--- config.mk ---
export PLATFORM = sky130hd
export DESIGN_NAME = mac_array_flat
export DESIGN_NICKNAME = d
export VERILOG_FILES = /design/src/rtl/mac_array_pkg.sv /design/src/rtl/mac_array_if.sv /design/src/rtl/mac_array_lane.sv /design/src/rtl/mac_array.sv /design/src/flat_wrapper.sv
export SDC_FILE = /design/constraint.sdc
export NUM_CORES = 1
export LEC_CHECK = 0
export ABC_AREA = 0
export CORE_UTILIZATION = 50
export CTS_CLUSTER_DIAMETER = 50
export DETAILED_ROUTE_END_ITERATION = 12
export DONT_BUFFER_PORTS = 1
export RECOVER_POWER = 25
export SYNTH_ARGS = -nofsm -noshare
export SYNTH_HDL_FRONTEND = slang
export SYNTH_HIERARCHICAL = 1
export SYNTH_SLANG_ARGS = --single-unit
--- constraint.sdc ---
create_clock -name clk -period 8.9 [get_ports clk]
set_clock_uncertainty 0.05 [all_clocks]
set_input_delay 0 -clock clk [delete_from_list [all_inputs] [get_ports clk]]
set_output_delay 0 -clock clk [all_outputs]
set_load 0.005 [all_outputs]
--- src/rtl/mac_array_pkg.sv ---
// Shared types and sizing for the MAC array.
// Field widths here define the coefficient ROM address layout.
package mac_array_pkg;
    localparam int K_LEN  = 8;
    localparam int N_COL  = 4;
    localparam int ACC_W  = 19;
    localparam int X_W    = 8;
    localparam int K_W    = 3;
    localparam int COL_W  = 2;
    localparam int ADDR_W = COL_W + K_W;
    localparam int N_LANE = 4;

    typedef enum logic [1:0] {
        ST_IDLE = 2'd0,
        ST_MAC  = 2'd1,
        ST_OUT  = 2'd2,
        ST_DONE = 2'd3
    } state_e;
endpackage

--- src/rtl/mac_array_if.sv ---
// Bus between the MAC array, its X buffer / coefficient ROM and the consumer.
// The master side drives operands, the slave side is the array.
interface mac_array_if #(
    parameter int ACC_W = mac_array_pkg::ACC_W
);
    import mac_array_pkg::*;

    logic                start;
    logic [X_W-1:0]      x_reg1;
    logic [X_W-1:0]      x_reg2;
    logic [X_W-1:0]      x_reg3;
    logic [X_W-1:0]      x_reg4;
    logic [X_W-1:0]      coef;
    logic [ADDR_W-1:0]   coef_addr;
    logic                x_shift;
    logic [ACC_W-1:0]    result1;
    logic [ACC_W-1:0]    result2;
    logic [ACC_W-1:0]    result3;
    logic [ACC_W-1:0]    result4;
    logic                result_valid;
    logic [COL_W-1:0]    col_idx;
    logic                busy;
    logic                done;

    modport master (
        output start, x_reg1, x_reg2, x_reg3, x_reg4, coef,
        input  coef_addr, x_shift, result1, result2, result3, result4,
        input  result_valid, col_idx, busy, done
    );

    modport slave (
        input  start, x_reg1, x_reg2, x_reg3, x_reg4, coef,
        output coef_addr, x_shift, result1, result2, result3, result4,
        output result_valid, col_idx, busy, done
    );
endinterface

--- src/rtl/mac_array_lane.sv ---
// One multiply-accumulate lane: 8x8 unsigned product into an ACC_W accumulator.
// clr has priority over en.
module mac_lane #(
    parameter int ACC_W = mac_array_pkg::ACC_W
) (
    input  logic                        clk,
    input  logic                        rst,
    input  logic                        clr,
    input  logic                        en,
    input  logic [mac_array_pkg::X_W-1:0] x,
    input  logic [mac_array_pkg::X_W-1:0] c,
    output logic [ACC_W-1:0]            acc
);
    import mac_array_pkg::*;

    logic [ACC_W-1:0]   acc_q;
    logic [ACC_W-1:0]   acc_d;
    logic [2*X_W-1:0]   prod;

    always_comb begin
        prod  = {{X_W{1'b0}}, x} * {{X_W{1'b0}}, c};
        acc_d = acc_q;
        if (clr) begin
            acc_d = '0;
        end else if (en) begin
            acc_d = acc_q + ACC_W'(prod);
        end
    end

    always_ff @(posedge clk) begin
        if (rst) begin
            acc_q <= '0;
        end else begin
            acc_q <= acc_d;
        end
    end

    assign acc = acc_q;
endmodule

--- src/rtl/mac_array.sv ---
// Four-row MAC array: K_LEN MAC cycles per column, one OUT cycle per column,
// N_COL columns per operation, then a one-cycle done pulse.
module mac_array #(
    parameter int K_LEN = mac_array_pkg::K_LEN,
    parameter int N_COL = mac_array_pkg::N_COL,
    parameter int ACC_W = mac_array_pkg::ACC_W
) (
    input  logic        clk,
    input  logic        rst,
    mac_array_if.slave  bus
);
    import mac_array_pkg::*;

    localparam logic [K_W-1:0]   K_LAST   = K_W'(K_LEN - 1);
    localparam logic [COL_W-1:0] COL_LAST = COL_W'(N_COL - 1);

    state_e             state_q;
    state_e             state_d;
    logic [K_W-1:0]     k_q;
    logic [K_W-1:0]     k_d;
    logic [COL_W-1:0]   col_q;
    logic [COL_W-1:0]   col_d;
    logic               lane_clr;
    logic               lane_en;
    logic [X_W-1:0]     x_lane [N_LANE];
    logic [ACC_W-1:0]   acc    [N_LANE];

    always_ff @(posedge clk) begin
        if (rst) begin
            state_q <= ST_IDLE;
            k_q     <= '0;
            col_q   <= '0;
        end else begin
            state_q <= state_d;
            k_q     <= k_d;
            col_q   <= col_d;
        end
    end

    always_comb begin
        state_d = state_q;
        k_d     = k_q;
        col_d   = col_q;
        unique case (state_q)
            ST_IDLE: begin
                if (bus.start) begin
                    state_d = ST_MAC;
                    k_d     = '0;
                    col_d   = '0;
                end
            end
            ST_MAC: begin
                if (k_q == K_LAST) begin
                    state_d = ST_OUT;
                end else begin
                    k_d = k_q + K_W'(1);
                end
            end
            ST_OUT: begin
                k_d = '0;
                if (col_q == COL_LAST) begin
                    state_d = ST_DONE;
                end else begin
                    col_d   = col_q + COL_W'(1);
                    state_d = ST_MAC;
                end
            end
            ST_DONE: begin
                state_d = ST_IDLE;
                k_d     = '0;
                col_d   = '0;
            end
            default: state_d = ST_IDLE;
        endcase
    end

    // Accumulators only run in MAC and are held at zero everywhere else.
    assign lane_en  = (state_q == ST_MAC);
    assign lane_clr = (state_q != ST_MAC);

    assign x_lane[0] = bus.x_reg1;
    assign x_lane[1] = bus.x_reg2;
    assign x_lane[2] = bus.x_reg3;
    assign x_lane[3] = bus.x_reg4;

    for (genvar i = 0; i < N_LANE; i++) begin : g_lane
        mac_lane #(
            .ACC_W (ACC_W)
        ) u_lane (
            .clk (clk),
            .rst (rst),
            .clr (lane_clr),
            .en  (lane_en),
            .x   (x_lane[i]),
            .c   (bus.coef),
            .acc (acc[i])
        );
    end

    // Outputs are forced low while rst is high, even before the state clears.
    always_comb begin
        bus.coef_addr    = '0;
        bus.x_shift      = 1'b0;
        bus.result_valid = 1'b0;
        bus.col_idx      = '0;
        bus.busy         = 1'b0;
        bus.done         = 1'b0;
        bus.result1      = '0;
        bus.result2      = '0;
        bus.result3      = '0;
        bus.result4      = '0;
        if (!rst) begin
            bus.busy = (state_q != ST_IDLE);
            unique case (state_q)
                ST_MAC: begin
                    bus.x_shift   = 1'b1;
                    bus.coef_addr = {col_q, k_q};
                end
                ST_OUT: begin
                    bus.result_valid = 1'b1;
                    bus.col_idx      = col_q;
                    bus.result1      = acc[0];
                    bus.result2      = acc[1];
                    bus.result3      = acc[2];
                    bus.result4      = acc[3];
                end
                ST_DONE: bus.done = 1'b1;
                default: ;
            endcase
        end
    end
endmodule

--- src/flat_wrapper.sv ---
// flat-port wrapper written by rule: the top's interface ports become plain ports
module mac_array_flat import mac_array_pkg::*;
#(
    parameter int K_LEN = mac_array_pkg::K_LEN,
    parameter int N_COL = mac_array_pkg::N_COL,
    parameter int ACC_W = mac_array_pkg::ACC_W
)
  (clk, rst, bus_start, bus_x_reg1, bus_x_reg2, bus_x_reg3, bus_x_reg4, bus_coef, bus_coef_addr, bus_x_shift, bus_result1, bus_result2, bus_result3, bus_result4, bus_result_valid, bus_col_idx, bus_busy, bus_done);
  mac_array_if #(.ACC_W(ACC_W)) bus_i ();
  input  logic clk;
  input  logic rst;
  input wire logic [$bits(bus_i.start)-1:0] bus_start;
  input wire logic [$bits(bus_i.x_reg1)-1:0] bus_x_reg1;
  input wire logic [$bits(bus_i.x_reg2)-1:0] bus_x_reg2;
  input wire logic [$bits(bus_i.x_reg3)-1:0] bus_x_reg3;
  input wire logic [$bits(bus_i.x_reg4)-1:0] bus_x_reg4;
  input wire logic [$bits(bus_i.coef)-1:0] bus_coef;
  output wire logic [$bits(bus_i.coef_addr)-1:0] bus_coef_addr;
  output wire logic [$bits(bus_i.x_shift)-1:0] bus_x_shift;
  output wire logic [$bits(bus_i.result1)-1:0] bus_result1;
  output wire logic [$bits(bus_i.result2)-1:0] bus_result2;
  output wire logic [$bits(bus_i.result3)-1:0] bus_result3;
  output wire logic [$bits(bus_i.result4)-1:0] bus_result4;
  output wire logic [$bits(bus_i.result_valid)-1:0] bus_result_valid;
  output wire logic [$bits(bus_i.col_idx)-1:0] bus_col_idx;
  output wire logic [$bits(bus_i.busy)-1:0] bus_busy;
  output wire logic [$bits(bus_i.done)-1:0] bus_done;
  assign bus_i.start = bus_start;
  assign bus_i.x_reg1 = bus_x_reg1;
  assign bus_i.x_reg2 = bus_x_reg2;
  assign bus_i.x_reg3 = bus_x_reg3;
  assign bus_i.x_reg4 = bus_x_reg4;
  assign bus_i.coef = bus_coef;
  assign bus_coef_addr = bus_i.coef_addr;
  assign bus_x_shift = bus_i.x_shift;
  assign bus_result1 = bus_i.result1;
  assign bus_result2 = bus_i.result2;
  assign bus_result3 = bus_i.result3;
  assign bus_result4 = bus_i.result4;
  assign bus_result_valid = bus_i.result_valid;
  assign bus_col_idx = bus_i.col_idx;
  assign bus_busy = bus_i.busy;
  assign bus_done = bus_i.done;
  mac_array #(.K_LEN(K_LEN), .N_COL(N_COL), .ACC_W(ACC_W)) u_core (.clk(clk), .rst(rst), .bus(bus_i));
endmodule
==> results.ini <==
[sta]
max_freq_ghz = 0.235
rsz0062_at_grt = false
worstMarginPinSlew_ns = 1.57
fin_hold_ws_ns = 0.0192
drv_slew = 41
period_share_pct = 47.8
setup_tns_ns = 0
setup_ws_ns = 4.65
hold_viol = 0
setup_violations = 0
min_period_ns = 4.25
slew_headroom_pct = -4.57

[power]
powerDensity_mw_per_mm2 = 193
p_leak_uw = 0.00761
ir_worst_vdd_uv = 115

[synth]
synth_fa_ha_area_share_pct = 41.9
synth.area.top_cells = fa_1, ha_1, dfxtp_1, inv_1, and2_1
yosysTopAreaCellShare_pct = 27.5
synth_nets = 2153
ys_ff_latch = 83
yosys.area.top_type = fa_1
synth_commonest_cells = inv_1, and2_1, fa_1
synth_edf_count = 0
yosysUniqueCellTypes = 82
netlist_area_mm2 = 0.0145
synthFlopType = dfxtp_1
yosysSeqAreaShare_pct = 11.4
synth-compound-area-share_pct = 10.9
synth_xor_xnor_area_share_pct = 1.63
postSynthAreaPerCell_um2 = 8.34
synth_most_common_cell = inv_1
yosysWarnings = 6
synthCells = 1743
synth-async-reset-ratio_pct = 0
synth_top_family_by_area = adder cells
synth.mux.area_fraction_pct = 2.07
synth_simple_gate_area_share_pct = 20.7

[grt]
antenna_found_initial = 0
grt_pass1_wl_mm = 57.9
grt_max_degree = 47
grt.total_usage_pct = 24.0
grt_pass1_vias = 11700
overflow = 0

[placement]
place_ws_ns = 4.67
hpwl_mm = 25.9
place_inst = 2087
gp_congestion = 0.864
port_buffers = 0

[finish]
layout-drive-gt1-share_pct = 2.95
syn_to_final_growth_pct = 4.69
fin_util_pct = 53.2
instances_no_fill = 2114
diodes = 0
fin_nets = 2135

[worst_setup_path]
critPathArrivalTime_ns = 4.42
crit_fanout = 4
cp-end-kind = register
cp-start-kind = register
worstPathRequired_ns = 9.07
path_class = reg -> reg

[route]
drc_errors = 0
firstDrtPassIters = 4
vias = 11200
via_per_inst = 5.31
drt_iter0_markers = 581
wl_per_cell_um = 16.2
wirelength_mm = 34.3
detail-route-antenna-nets = 0

[floorplanning]
chipWidth_um = 173
coreArea_mm2 = 0.0286
fp.dieArea_mm2 = 0.0298
rows = 62
start_util_pct = 50.8
dieHeight_um = 173
pin_count = 130

[clock_tree]
cts_tree = built
numCtsBuffers = 9
clk_pin_slew_ns = 0.07
cts_sinks = 83
htreeDepth = 3
clk_latency_ns = 0.37
cts_resized = 0
cts_root_buf = clkbuf_16
clockBufferDepth = 2

[job]
cap_violations = 1

[run_status]
status = finished with violations
violations = max-capacitance violations, max-slew violations

[hold_path]
hp-class = in -> reg

## flip-flops by register name (all words and copies together) (netlist names)
signal / count
u_core/g_lane.u_lane/acc: 76
u_core/k_q: 3
u_core/col_q: 2
u_core/state_q: 2
## cells in the final DEF, fill, tap and decap left out, types with 6 or more instances in the layout
cell           Yosys  routed
nand4_1            9       9
or3_1              6       6
o21ai_0           44      44
a21o_1            10      10
o21a_1            14      14
a21oi_1           59      59
a31oi_1            8       8
xor2_1            12      12
or2_2              7       7
nand3_1           29      29
nor2_1            84      84
dlygate4sd3_1      0      11
o21ai_1            9       9
a32oi_1            6       6
ha_1             167     167
fa_1             200     200
nand2_1          182     182
and2_1           211     181
mux2i_1           29      29
nor3_1            21      21
inv_1            370     371
nor2b_1            7       7
and3_1            10      10
a211oi_1          20      20
xnor2_1           15      15
dfxtp_1           83      83
and2_0             0      30
clkbuf_16          0       9
## cells by family (layout without fill, tap and decap cells)
logic type	after synthesis	in the layout
AOI/OAI and AO/OA	232	232
xor gates and xnor gates	27	27
adders and majority gates	367	367
buffers and inverters	416	403
DFF	83	83
muxes	30	30
and+or+nand+nor	588	588
## layout make-up
class,count,area [um2]
flip-flops and latches,83,1660
well taps,384,480
clock inverters,4,72.6
fillers,2761,13400
clock buffers,12,256
repair buffers,15,133
multi-input cells,1244,11200
inverters,372,1400
## metal layers
metal | wire [um] | track usage, %
met1 | 16000 | 32.0
met2 | 16400 | 40.8
met5 | 0 | 0
met3 | 1390 | 3.40
met4 | 511 | 6.21
## through the flow
step / area [um2] / total power [uW]
after global routing: 15200 / 3270
after detailed placement: 14800 / 2490
final: 15200 / 2940
after CTS: 15200 / 2960
after global placement: 14800 / 2480
after floorplan: 14500 / 2100
## path summary, 6_finish.rpt
path                            slack [ns]                                            to  depth (start not counted)                                          from
worst min-delay path                  0.02   u_core/g_lane[0].u_lane/acc[9]$_SDFFE_PP0P_                          3                                           rst
worst min register to register        0.43  u_core/g_lane[1].u_lane/acc[16]$_SDFFE_PP0P_                          2  u_core/g_lane[1].u_lane/acc[16]$_SDFFE_PP0P_
worst max-delay path                  4.65  u_core/g_lane[1].u_lane/acc[15]$_SDFFE_PP0P_                         15   u_core/g_lane[1].u_lane/acc[6]$_SDFFE_PP0P_
worst max register to register        4.65  u_core/g_lane[1].u_lane/acc[15]$_SDFFE_PP0P_                         15   u_core/g_lane[1].u_lane/acc[6]$_SDFFE_PP0P_
## power breakdown
group          leakage [uW]  total [uW]  switching, uW  internal [uW]
logic               0.00678        2080           1210            871
registers          0.000672         429           30.4            398
clock network      0.000159         432            171            261
total               0.00761        2940           1410           1530
## critical path, stage by stage, from the launching register on
cell and delay (ns):
dfxtp_1 0.35, inv_1 0.07, fa_1 0.53, inv_1 0.05, fa_1 0.50, inv_1 0.05, fa_1 0.49, fa_1 0.50
inv_1 0.05, ha_1 0.31, o21a_1 0.19, o31a_1 0.13, o311a_4 0.34, o31ai_4 0.25, xor2_1 0.16, a21oi_1 0.08
## what timing repair did
item / CTS / global route
setup buffers: 0 / 0
hold buffers: 11 / 0
endpoints found under the hold margin: 41 / 0
No activity file was read; power rests on OpenSTA's default activity.
